$ cat config.mk
export PLATFORM = sky130hd
export DESIGN_NAME = fsb_dram_ctl
export DESIGN_NICKNAME = d
export VERILOG_FILES = /design/src/rtl/fsb_pkg.sv /design/src/rtl/fsb_dram_ctl.sv
export SDC_FILE = /design/constraint.sdc
export NUM_CORES = 1
export LEC_CHECK = 0
export ABC_AREA = 1
export BUFFER_PORTS_ARGS = -buffer_cell sky130_fd_sc_hd__buf_2
export CAP_MARGIN = 20
export CORE_ASPECT_RATIO = 0.9
export CORE_MARGIN = 2
export CORE_UTILIZATION = 52
export CTS_CLUSTER_DIAMETER = 60
export DETAILED_ROUTE_END_ITERATION = 12
export PLACE_DENSITY = 0.84
export SLEW_MARGIN = 20
export SYNTH_ARGS = -nofsm -noshare
export SYNTH_HDL_FRONTEND = slang
export SYNTH_SLANG_ARGS = --single-unit
$ cat constraint.sdc
create_clock -name FCLK -period 3.5 [get_ports FCLK]
set_input_delay 0.525 -clock FCLK [delete_from_list [all_inputs] [get_ports FCLK]]
set_output_delay 0.525 -clock FCLK [all_outputs]
set_load 0.005 [all_outputs]
$ cat src/rtl/fsb_pkg.sv
// Shared types and default timing for the fast-bus DRAM sequencer.
//   dram_st_t   : sequencer state
//   *_DEF       : default address width and DRAM timing, in FCLK cycles
//   max3        : helper used to size the shared timing counter
package fsb_pkg;

    localparam int ROW_W_DEF   = 10;
    localparam int CAS_CYC_DEF = 2;
    localparam int RAS_PRE_DEF = 2;
    localparam int REF_RAS_DEF = 3;

    typedef enum logic [2:0] {
        ST_IDLE,
        ST_ROW,
        ST_COL,
        ST_HOLD,
        ST_PRE,
        ST_RCAS,
        ST_RRAS
    } dram_st_t;

    function automatic int max3(input int a, input int b, input int c);
        int m;
        m = (a > b) ? a : b;
        return (m > c) ? m : c;
    endfunction

endpackage

$ cat src/rtl/fsb_dram_ctl.sv
// DRAM sequencer for one bank of 16-bit DRAM on the fast bus.
// Arbitrates CBR refresh against CPU RAM cycles and drives the muxed address and strobes.
// Ports:
//   FCLK, Reset           clock and synchronous active-high reset
//   nAS, ASActive,        CPU strobe and its FSB-qualified active/negated views
//   ASInactive
//   RAMCS, RnW, nUDS,     decoded RAM select, direction and byte strobes
//   nLDS
//   AddrRow, AddrCol      row/column halves of the CPU address
//   RefReq, RefUrgent     refresh owed / overdue, from FSB
//   RefAck                one-cycle pulse when a refresh is committed
//   Ready                 RAM data valid, held until AS negates
//   RA                    multiplexed DRAM address
//   nRAS, nCASH, nCASL,   DRAM strobes and write enable (all registered)
//   nDRAMWE
module fsb_dram_ctl
    import fsb_pkg::*;
#(
    parameter int ROW_W   = ROW_W_DEF,
    parameter int CAS_CYC = CAS_CYC_DEF,
    parameter int RAS_PRE = RAS_PRE_DEF,
    parameter int REF_RAS = REF_RAS_DEF
) (
    input  logic             FCLK,
    input  logic             Reset,
    input  logic             nAS,
    input  logic             ASActive,
    input  logic             ASInactive,
    input  logic             RAMCS,
    input  logic             RnW,
    input  logic             nUDS,
    input  logic             nLDS,
    input  logic [ROW_W-1:0] AddrRow,
    input  logic [ROW_W-1:0] AddrCol,
    input  logic             RefReq,
    input  logic             RefUrgent,
    output logic             RefAck,
    output logic             Ready,
    output logic [ROW_W-1:0] RA,
    output logic             nRAS,
    output logic             nCASH,
    output logic             nCASL,
    output logic             nDRAMWE
);

    localparam int CNT_W = $clog2(max3(CAS_CYC, RAS_PRE, REF_RAS)) + 1;
    localparam logic [CNT_W-1:0] ONE    = CNT_W'(1);
    localparam logic [CNT_W-1:0] LD_CAS = CNT_W'(CAS_CYC);
    localparam logic [CNT_W-1:0] LD_PRE = CNT_W'(RAS_PRE);
    localparam logic [CNT_W-1:0] LD_RAS = CNT_W'(REF_RAS);

    dram_st_t         state, state_d;
    logic [CNT_W-1:0] cnt, cnt_d;
    logic             start_acc;
    logic             cas_on;
    logic             ras_d, cash_d, casl_d, we_d, ready_d, ack_d;
    logic [ROW_W-1:0] ra_d;

    // nAS low qualifies ASActive so a stale FSB flag cannot start a cycle.
    assign start_acc = ASActive & RAMCS & ~nAS;
    // COL timing only advances once a byte strobe is actually on the DRAM pins.
    assign cas_on    = ~(nCASH & nCASL);

    // Reset lands in PRE so tRP holds even if it cuts an access short.
    always_ff @(posedge FCLK) begin
        if (Reset) begin
            state <= ST_PRE;
            cnt   <= LD_PRE;
        end else begin
            state <= state_d;
            cnt   <= cnt_d;
        end
    end

    // One shared down-counter: COL CAS time, RRAS low time, PRE precharge.
    always_comb begin
        state_d = state;
        cnt_d   = cnt;
        unique case (state)
            ST_IDLE: begin
                if (RefUrgent)      state_d = ST_RCAS;
                else if (start_acc) state_d = ST_ROW;
                else if (RefReq)    state_d = ST_RCAS;
            end
            ST_ROW: begin
                if (ASInactive) begin
                    state_d = ST_PRE;
                    cnt_d   = LD_PRE;
                end else begin
                    state_d = ST_COL;
                    cnt_d   = LD_CAS;
                end
            end
            ST_COL: begin
                // Abort takes priority over a count that completes the same cycle.
                if (ASInactive) begin
                    state_d = ST_PRE;
                    cnt_d   = LD_PRE;
                end else if (cas_on) begin
                    if (cnt <= ONE) state_d = ST_HOLD;
                    else            cnt_d   = cnt - ONE;
                end
            end
            ST_HOLD: begin
                if (ASInactive) begin
                    state_d = ST_PRE;
                    cnt_d   = LD_PRE;
                end
            end
            ST_PRE: begin
                if (cnt <= ONE) state_d = ST_IDLE;
                else            cnt_d   = cnt - ONE;
            end
            ST_RCAS: begin
                state_d = ST_RRAS;
                cnt_d   = LD_RAS;
            end
            ST_RRAS: begin
                if (cnt <= ONE) begin
                    state_d = ST_PRE;
                    cnt_d   = LD_PRE;
                end else begin
                    cnt_d = cnt - ONE;
                end
            end
            default: begin
                state_d = ST_PRE;
                cnt_d   = LD_PRE;
            end
        endcase
    end

    // Output values are decoded from the state being entered, then registered,
    // so pins change on the same edge as the state.
    always_comb begin
        ras_d   = nRAS;
        cash_d  = nCASH;
        casl_d  = nCASL;
        we_d    = nDRAMWE;
        ra_d    = RA;
        ready_d = 1'b0;
        ack_d   = 1'b0;
        unique case (state_d)
            ST_IDLE: begin
                ras_d  = 1'b1;
                cash_d = 1'b1;
                casl_d = 1'b1;
                we_d   = 1'b1;
                ra_d   = AddrRow;
            end
            ST_ROW: begin
                ras_d  = 1'b0;
                cash_d = 1'b1;
                casl_d = 1'b1;
                we_d   = RnW;
                ra_d   = AddrRow;
            end
            ST_COL: begin
                ras_d  = 1'b0;
                cash_d = nUDS;
                casl_d = nLDS;
                ra_d   = AddrCol;
            end
            ST_HOLD: begin
                ras_d   = 1'b0;
                ra_d    = AddrCol;
                ready_d = 1'b1;
            end
            ST_RCAS: begin
                ras_d  = 1'b1;
                cash_d = 1'b0;
                casl_d = 1'b0;
                we_d   = 1'b1;
                ack_d  = 1'b1;
            end
            ST_RRAS: begin
                ras_d  = 1'b0;
                cash_d = 1'b0;
                casl_d = 1'b0;
            end
            default: begin
                ras_d  = 1'b1;
                cash_d = 1'b1;
                casl_d = 1'b1;
                we_d   = 1'b1;
            end
        endcase
    end

    always_ff @(posedge FCLK) begin
        if (Reset) begin
            nRAS    <= 1'b1;
            nCASH   <= 1'b1;
            nCASL   <= 1'b1;
            nDRAMWE <= 1'b1;
            Ready   <= 1'b0;
            RefAck  <= 1'b0;
            RA      <= '0;
        end else begin
            nRAS    <= ras_d;
            nCASH   <= cash_d;
            nCASL   <= casl_d;
            nDRAMWE <= we_d;
            Ready   <= ready_d;
            RefAck  <= ack_d;
            RA      <= ra_d;
        end
    end

endmodule

==> PnR_summary.wiki, run 1 <==
{| class="wikitable"
! Metric !! Value
|-
| Share of cells above drive strength 1 || 0.266
|-
| Overall routed net length || 3040 um
|-
| DP HPWL || 2310 um
|-
| Number of hold buffers added after CTS || 0
|-
| DIE AREA || 2830 sq um
|-
| Count of yosys warnings during synthesis || 0
|-
| Per-cell routed wire length || 11.5 um
|-
| Worst IR Drop VDD || 0.000596 V
|-
| Commonest cells in the netlist || 59 x sky130_fd_sc_hd__nand2_1, 25 x sky130_fd_sc_hd__o21ai_0, 22 x sky130_fd_sc_hd__dfxtp_1
|-
| Std cell rows || 16
|-
| Sequential standard cell area || 440 sq um
|-
| Setup slack of the critical path after layout || 1.61 ns
|-
| RD Place Congestion || 0.917
|-
| Total placed instance area || 1470 sq um
|-
| Fin nets || 272
|-
| Global-route wire length before repair || 4920 um
|-
| Global-route usage over all layers || 0.219
|-
| Antenna Violating Nets Remaining || 0
|-
| Endpoint type of the worst setup path || flip-flop
|-
| Worst Path Required || 3.72 ns
|-
| Setup TNS Final || 0 ns
|-
| Diodes inserted || 0
|-
| Global Route met1 Usage || 0.273
|-
| Timing-limited maximum frequency || 528 MHz
|-
| Setup Skew || 0.00421 ns
|-
| Number of antenna violations at the first check in global routing || 0
|-
| First DRT Iteration DRCs || 23
|-
| Maximum root-to-sink buffer count || 2
|-
| Gate count of the mapped netlist || 195
|-
| Main area contributors after synthesis || sky130_fd_sc_hd__dfxtp_1 35%, sky130_fd_sc_hd__nand2_1 18%, sky130_fd_sc_hd__o21ai_0 9.9%, sky130_fd_sc_hd__a21oi_1 6.4%, sky130_fd_sc_hd__nor2_1 5.7%
|-
| Distinct cell type count of the synthesized netlist || 23
|-
| Endpoints failing setup || 0
|-
| Vias post-DR || 1344
|-
| Critical setup path kind || reg -> reg
|-
| Portion of the clock cycle consumed by the worst path in the final layout || 0.541
|-
| Primary flip-flop cell chosen by synthesis mapping || sky130_fd_sc_hd__dfxtp_1
|-
| Count of flip-flops with a built-in enable after synthesis || 0
|-
| CTS sink cnt || 22
|-
| Clock latency at the later pin of the worst-skew pair || 0.31 ns
|-
| Fraction of post-synthesis cell area in the top cell type by area || 0.350
|-
| CTS buffer count || 3
|-
| Number of max-slew violations in the final report || 0
|-
| Number of fill cells in the layout || 208
|-
| Number of max-cap violations || 0
|-
| Setup fix buffers added after clock tree synthesis || 0
|-
| Global Route met2 Usage || 0.389
|-
| Chip Height || 50.7 um
|-
| Worst slack after detailed placement || 1.42 ns
|-
| Core area || 2240 sq um
|-
| Number of flip-flops and latches in the synthesized netlist || 22
|-
| Final Hold Vio Count || 0
|-
| Synth area leader || sky130_fd_sc_hd__dfxtp_1
|-
| Worst hold slack across all endpoints || 0.478 ns
|-
| Worst endpoint data arrival time || 2.12 ns
|-
| Number of vias per cell || 5.09
|-
| Maximum number of pins on one net before global-route repair || 21
|-
| Die Wd || 55.9 um
|-
| Initial standard-cell utilization of the core || 0.561
|-
| CTS clock-pin slew for the worst setup and hold paths || 0.12 ns
|-
| Syn nets || 229
|-
| Min-Delay Path Class || reg -> reg
|-
| Reported leakage power || 0.000767 uW
|-
| Area occupied by multi-input gates || 704 sq um
|-
| RSZ-0062 raised after global routing || no
|-
| Area Growth Syn to Fin || 20.9%
|-
| Clock root buffer || sky130_fd_sc_hd__clkbuf_4
|-
| Final period demand of the worst path || 1.89 ns
|-
| Max H-tree Level || 1
|-
| Top-level I/O count || 47
|-
| Ys async rst share || 0
|-
| Router iterations before antenna repair || 4
|-
| Grt ovf || 0
|-
| Average cell area after synthesis || 6.45 sq um
|-
| Run status || complete, no violations
|-
| Power Total || 1180 uW
|-
| Measured slew at the worst slew-check pin || 0.558 ns
|-
| Total of buffers placed on input and output ports || 46
|-
| Post-CTS sizing || 0
|-
| Power density normalized to cell area || 776 nW/um^2
|-
| Via count of the first global-routing pass || 1171
|-
| DRC || 0
|-
| Proportion of synthesized chip area in sequential cells || 0.350
|-
| Critical path startpoint category || flip-flop
|-
| Netlist area before placement || 1260 sq um
|-
| CTS tree || yes
|-
| Summed area of non-filler cells in the final layout || 1520 sq um
|-
| Most instantiated library cell after synthesis || sky130_fd_sc_hd__nand2_1
|-
| GR met3 Demand/Resource || 0.0541
|-
| Global route hottest layer || met2
|-
| Largest fanout on the critical path || 14
|-
| Worst slew margin relative to its limit || 0.628
|}
-- state kept, by name, summed over array words and instances, names as in the netlist --
signal   count
nCASH        1
RA          10
nRAS         1
RefAck       1
state        3
cnt          3
nDRAMWE      1
nCASL        1
Ready        1
-- kinds of logic after synthesis --
logic type,synth area share
and+or+nand+nor,0.335
AOI/OAI and AO/OA,0.195
DFF,0.350
buffers and inverters,0.0904
adders and majority gates,0.0298
-- final timing paths --
check                      start                 end  slack [ns]  cells after the start
min reg2reg   RA[7]$_SDFFE_PP0P_  RA[7]$_SDFFE_PP0P_        0.48                      2
max reg2reg  state[2]$_SDFF_PP1_  nCASL$_SDFFE_PP1N_        1.61                     10
max          state[2]$_SDFF_PP1_  nCASL$_SDFFE_PP1N_        1.61                     10
min           RA[7]$_SDFFE_PP0P_  RA[7]$_SDFFE_PP0P_        0.48                      2
-- power by group --
group | switching (uW) | internal [uW] | total, uW
registers | 56.5 | 339 | 396
clock network | 78.8 | 116 | 195
logic | 380 | 211 | 590
-- metrics by stage --
step | utilization | instances
finish | 0.679 | 264
global route | 0.679 | 264
CTS | 0.679 | 264
detailed placement | 0.655 | 260
global placement | 0.655 | 260
floorplan | - | 195
-- critical path, stage by stage, from the launching register on --
cell	delay, ns
sky130_fd_sc_hd__dfxtp_1	0.37
sky130_fd_sc_hd__inv_2	0.13
sky130_fd_sc_hd__nand2_1	0.23
sky130_fd_sc_hd__nor2_2	0.51
sky130_fd_sc_hd__nor2_1	0.08
sky130_fd_sc_hd__nand2_1	0.15
sky130_fd_sc_hd__nand3_1	0.08
sky130_fd_sc_hd__nand2_1	0.06
sky130_fd_sc_hd__inv_1	0.05
sky130_fd_sc_hd__nor2_1	0.10
sky130_fd_sc_hd__nor2_1	0.04
-- cell type report --
type | count | share of cell area
clock inverter | 1 | 0.0197
inverter | 16 | 0.0395
timing repair buffer | 46 | 0.151
clock buffer | 3 | 0.0148
tap | 27 | 0.0222
multi-input combinational | 149 | 0.463
sequential | 22 | 0.289
-- layout by cell type, fill, tap and decap left out, types with 2 or more instances in the layout --
cell type | synthesis | layout
sky130_fd_sc_hd__nand2_1 | 59 | 59
sky130_fd_sc_hd__buf_2 | 1 | 46
sky130_fd_sc_hd__o21ai_0 | 25 | 25
sky130_fd_sc_hd__dfxtp_1 | 22 | 22
sky130_fd_sc_hd__nor2_1 | 19 | 19
sky130_fd_sc_hd__a21oi_1 | 16 | 16
sky130_fd_sc_hd__inv_1 | 13 | 13
sky130_fd_sc_hd__nand3_1 | 12 | 12
sky130_fd_sc_hd__nor2_2 | 4 | 4
sky130_fd_sc_hd__inv_2 | 3 | 3
sky130_fd_sc_hd__ha_1 | 3 | 3
sky130_fd_sc_hd__clkbuf_4 | 0 | 3
sky130_fd_sc_hd__nand2_2 | 2 | 2
sky130_fd_sc_hd__nor3_1 | 2 | 2
-- per-layer routing --
metal,wire (um),part of all wire
met1,1370,0.45
met2,1500,0.49
met3,169,0.056
met4,0,0
met5,0,0
Note: power is estimated with default switching activity, not from simulation.
==> run 2: changes to the inputs <==
--- a/config.mk
+++ b/config.mk
@@ -5,15 +5,15 @@
 export SDC_FILE = /design/constraint.sdc
 export NUM_CORES = 1
 export LEC_CHECK = 0
-export ABC_AREA = 1
+export ABC_AREA = 0
 export BUFFER_PORTS_ARGS = -buffer_cell sky130_fd_sc_hd__buf_2
 export CAP_MARGIN = 20
 export CORE_ASPECT_RATIO = 0.9
 export CORE_MARGIN = 2
-export CORE_UTILIZATION = 52
+export CORE_UTILIZATION = 44
 export CTS_CLUSTER_DIAMETER = 60
 export DETAILED_ROUTE_END_ITERATION = 12
-export PLACE_DENSITY = 0.84
+export PLACE_DENSITY = 0.75
 export SLEW_MARGIN = 20
 export SYNTH_ARGS = -nofsm -noshare
 export SYNTH_HDL_FRONTEND = slang
==> constraint.sdc (replaced) <==
create_clock -name FCLK -period 1.7 [get_ports FCLK]
set_input_delay 0.255 -clock FCLK [delete_from_list [all_inputs] [get_ports FCLK]]
set_output_delay 0.255 -clock FCLK [all_outputs]
set_load 0.005 [all_outputs]
==> PnR_summary.wiki, run 2 <==
{| class="wikitable"
! Metric !! Value
|-
| Number of max-slew violations in the final report || 0 (unchanged)
|-
| Area Growth Syn to Fin || 48.3% (was 20.9%)
|-
| DRC || 0 (unchanged)
|-
| Number of flip-flops and latches in the synthesized netlist || 22 (unchanged)
|-
| Vias post-DR || 1537 (was 1344)
|-
| Number of antenna violations at the first check in global routing || 0 (unchanged)
|-
| Count of placed standard cells including taps || 251 (was 260)
|-
| Setup slack of the critical path after layout || -0.0445 ns (was 1.61 ns)
|-
| Initial standard-cell utilization of the core || 0.449 (was 0.561)
|-
| Fin nets || 254 (was 272)
|-
| Summed area of non-filler cells in the final layout || 2000 sq um (was 1520 sq um)
|-
| Max H-tree Level || 1 (unchanged)
|-
| Power density normalized to cell area || 1690 nW/um^2 (was 776 nW/um^2)
|-
| Cell family with the largest share of critical-path delay || compound AO/OA/AOI/OAI gates (was simple AND/OR/NAND/NOR gates)
|-
| Minimum setup slack among reg-to-reg paths || -0.04 ns (was 1.61 ns)
|-
| First DRT Iteration DRCs || 61 (was 23)
|-
| Critical path startpoint category || flip-flop (unchanged)
|-
| Worst Path Required || 1.97 ns (was 3.72 ns)
|-
| Final period demand of the worst path || 1.74 ns (was 1.89 ns)
|-
| Portion of the clock cycle consumed by the worst path in the final layout || 1.03 (was 0.541)
|-
| Global-route usage over all layers || 0.227 (was 0.219)
|-
| Setup Skew || 0.0244 ns (was 0.00421 ns)
|-
| Maximum root-to-sink buffer count || 2 (unchanged)
|-
| Biggest register || RA (unchanged)
|-
| Syn nets || 188 (was 229)
|-
| Die Wd || 62.3 um (was 55.9 um)
|-
| Number of flip-flops in the largest register || 10 (unchanged)
|-
| Std cell rows || 19 (was 16)
|-
| Measured slew at the worst slew-check pin || 0.425 ns (was 0.558 ns)
|-
| Number of vias per cell || 5.89 (was 5.09)
|-
| Share of power burned in combinational logic || 0.664 (was 0.500)
|-
| CP Depth || 9 (was 10)
|-
| Top-level I/O count || 47 (unchanged)
|-
| Via count of the first global-routing pass || 1432 (was 1171)
|-
| Worst slack after detailed placement || -0.0745 ns (was 1.42 ns)
|-
| Final non-filler cell total || 261 (was 264)
|-
| Proportion of synthesized chip area in sequential cells || 0.327 (was 0.350)
|-
| CTS sink cnt || 22 (unchanged)
|-
| Antenna Violating Nets Remaining || 0 (unchanged)
|-
| Reported leakage power || 0.000805 uW (was 0.000767 uW)
|-
| Netlist area before placement || 1350 sq um (was 1260 sq um)
|-
| Cell internal power dissipation || 1970 uW (was 666 uW)
|-
| Part of the power in registers || 0.258 (was 0.335)
|-
| Switching component of the power || 1400 uW (was 515 uW)
|-
| Hold Path Depth || 3 (was 2)
|-
| Commonest cells in the netlist || 22 x sky130_fd_sc_hd__dfxtp_1, 14 x sky130_fd_sc_hd__nor3_1, 11 x sky130_fd_sc_hd__o211ai_1, 11 x sky130_fd_sc_hd__o21ai_0 (was 59 x sky130_fd_sc_hd__nand2_1, 25 x sky130_fd_sc_hd__o21ai_0, 22 x sky130_fd_sc_hd__dfxtp_1)
|-
| Primary flip-flop cell chosen by synthesis mapping || sky130_fd_sc_hd__dfxtp_1 (unchanged)
|-
| Timing-limited maximum frequency || 573 MHz (was 528 MHz)
|-
| Reg2reg path depth || 9 (was 10)
|-
| Ys async rst share || 0 (unchanged)
|-
| Sum of buffers and inverters on the critical path || 1 (was 2)
|-
| Core area || 3000 sq um (was 2240 sq um)
|-
| Worst endpoint data arrival time || 2.01 ns (was 2.12 ns)
|-
| Count of yosys warnings during synthesis || 0 (unchanged)
|-
| Average cell area after synthesis || 8.74 sq um (was 6.45 sq um)
|-
| Clock latency at the later pin of the worst-skew pair || 0.33 ns (was 0.31 ns)
|-
| Worst stage delay on the critical path || 0.38 ns (was 0.51 ns)
|-
| Power Total || 3370 uW (was 1180 uW)
|-
| Number of fill cells in the layout || 248 (was 208)
|-
| Regs by FF count || RA x10, cnt x3, state x3 (unchanged)
|-
| Violations in the final reports || setup timing
|-
| RD Place Congestion || 0.893 (was 0.917)
|-
| Standard cell with the maximum stage delay on the critical path || sky130_fd_sc_hd__dfxtp_4 (was sky130_fd_sc_hd__nor2_2)
|-
| Endpoint type of the worst setup path || flip-flop (unchanged)
|-
| Main area contributors after synthesis || sky130_fd_sc_hd__dfxtp_1 33%, sky130_fd_sc_hd__a311oi_2 11%, sky130_fd_sc_hd__o211ai_1 6.1%, sky130_fd_sc_hd__nor3_1 5.2%, sky130_fd_sc_hd__o21ai_0 4.1% (was sky130_fd_sc_hd__dfxtp_1 35%, sky130_fd_sc_hd__nand2_1 18%, sky130_fd_sc_hd__o21ai_0 9.9%, sky130_fd_sc_hd__a21oi_1 6.4%, sky130_fd_sc_hd__nor2_1 5.7%)
|-
| CTS buffer count || 3 (unchanged)
|-
| Diodes inserted || 0 (unchanged)
|-
| Global-route wire length before repair || 6440 um (was 4920 um)
|-
| Grt ovf || 0 (unchanged)
|-
| Synth area leader || sky130_fd_sc_hd__dfxtp_1 (unchanged)
|-
| Overall routed net length || 4420 um (was 3040 um)
|-
| Router iterations before antenna repair || 4 (unchanged)
|-
| Share of cells above drive strength 1 || 0.498 (was 0.266)
|-
| Run status || complete, but fails checks (was complete, no violations)
|-
| DP HPWL || 2970 um (was 2310 um)
|-
| Endpoints failing setup || 7 (was 0)
|-
| Maximum number of pins on one net before global-route repair || 16 (was 21)
|-
| DIE AREA || 3520 sq um (was 2830 sq um)
|-
| Total placed instance area || 1780 sq um (was 1470 sq um)
|-
| Largest fanout on the critical path || 3 (was 14)
|-
| List of cells traversed by the critical path || inv_4 -> ha_4 -> o21bai_4 -> nand2_2 -> ha_4 -> or3_1 -> a21oi_1 -> o22ai_1 -> a21oi_1 (was inv_2 -> nand2_1 -> nor2_2 -> nor2_1 -> nand2_1 -> nand3_1 -> nand2_1 -> inv_1 -> nor2_1 -> nor2_1)
|-
| Chip Height || 56.5 um (was 50.7 um)
|-
| Fraction of post-synthesis cell area in the top cell type by area || 0.327 (was 0.350)
|-
| RSZ-0062 raised after global routing || yes (was no)
|-
| Switching power as a share of total power || 0.414 (was 0.436)
|-
| Clock share of power || 0.078 (was 0.165)
|-
| CTS clock-pin slew for the worst setup and hold paths || 0.14 ns (was 0.12 ns)
|-
| Worst slew margin relative to its limit || 0.714 (was 0.628)
|-
| Count of flip-flops with a built-in enable after synthesis || 0 (unchanged)
|-
| Commonest non-fill, non-tap cells in the layout || 46 x sky130_fd_sc_hd__buf_2, 17 x sky130_fd_sc_hd__buf_4, 16 x sky130_fd_sc_hd__dfxtp_1 (was 59 x sky130_fd_sc_hd__nand2_1, 46 x sky130_fd_sc_hd__buf_2, 25 x sky130_fd_sc_hd__o21ai_0)
|-
| Final Hold Vio Count || 0 (unchanged)
|-
| Number of max-cap violations || 0 (unchanged)
|-
| Most common cell after layout, fill and taps aside || sky130_fd_sc_hd__buf_2 (was sky130_fd_sc_hd__nand2_1)
|-
| Min-Delay Path Class || in -> reg (was reg -> reg)
|-
| Worst IR Drop VDD || 0.000705 V (was 0.000596 V)
|-
| Critical setup path kind || reg -> reg (unchanged)
|-
| Per-cell routed wire length || 16.9 um (was 11.5 um)
|-
| Setup TNS Final || -0.125 ns (was 0 ns)
|-
| Distinct cell type count of the synthesized netlist || 45 (was 23)
|-
| Number of hold buffers added after CTS || 0 (unchanged)
|-
| Clock root buffer || sky130_fd_sc_hd__clkbuf_4 (unchanged)
|-
| Most instantiated library cell after synthesis || sky130_fd_sc_hd__dfxtp_1 (was sky130_fd_sc_hd__nand2_1)
|-
| Gate count of the mapped netlist || 154 (was 195)
|-
| Total of buffers placed on input and output ports || 46 (unchanged)
|-
| CTS tree || yes (unchanged)
|}
-- run 2: cell count changes after synthesis, sizes merged, moves of 6 or more --
cell / previous run / this run
a21oi: 16 / 10
nand2: 61 / 6
nor3: 2 / 14
a311oi: 0 / 10
inv: 16 / 7
o211ai: 1 / 11
nand3: 13 / 2
o21ai: 27 / 11
nor2: 24 / 6
-- run 2: final cells by class --
type	instances	area [sq um]	area share
multi-input combinational	113	937	0.469
tap	42	52.6	0.0263
inverter	7	28.8	0.0144
sequential	22	450	0.226
timing repair buffer	73	502	0.251
clock buffer	4	26.3	0.0132
-- run 2: final timing paths --
| kind | from | endpoint |
|---|---|---|
| max | cnt[1]$_SDFFE_PP1P_ | cnt[0]$_SDFFE_PP0P_ |
| min | nLDS | nCASL$_SDFFE_PP1N_ |
| min reg2reg | nCASL$_SDFFE_PP1N_ | nCASL$_SDFFE_PP1N_ |
| max reg2reg | cnt[1]$_SDFFE_PP1P_ | cnt[0]$_SDFFE_PP0P_ |
-- run 2: per-layer routing --
metal / up-vias / share of wire / GRT usage
met4: 0 / 0.027 / 0.0730
met1: 730 / 0.42 / 0.292
met3: 11 / 0.062 / 0.0321
li1: 724 / - / -
met2: 72 / 0.49 / 0.394
met5: - / 0 / 0
-- run 2: stage by stage --
step / util / hold WS [ns]
after floorplan: - / 0.428
after CTS: 0.609 / 0.208
after global routing: 0.667 / 0.218
final: 0.667 / 0.191
after detailed placement: 0.596 / 0.521
after global placement: 0.596 / 0.509
-- run 2: cell families after synthesis --
kind of cell    after synthesis  synth area share
buf+inv                      19            0.0632
fa+ha+maj                     3            0.0279
compound gates               64             0.395
simple gates                 46             0.187
flops                        22             0.327
-- run 2: tightest hold or removal path, stage by stage --
cell and delay [ns]:
sky130_fd_sc_hd__buf_2 0.08, sky130_fd_sc_hd__a21oi_1 0.05, sky130_fd_sc_hd__a2bb2oi_1 0.11
-- run 2: repair_timing --
item / CTS / global route
resized for setup: 2 / 28
pin swaps: 1 / 3
buffers inserted: 0 / 3
setup endpoints to repair: 6 / 13
cloned: 0 / 3
-- run 2: power groups by stage --
stage               registers, uW  logic (uW)  clock network (uW)
floorplan                     880        1090                   0
global placement              850        1730                   0
detailed placement            866        1790                   0
CTS                           852        1830                 258
global route                  891        2410                 279
finish                        870        2240                 262
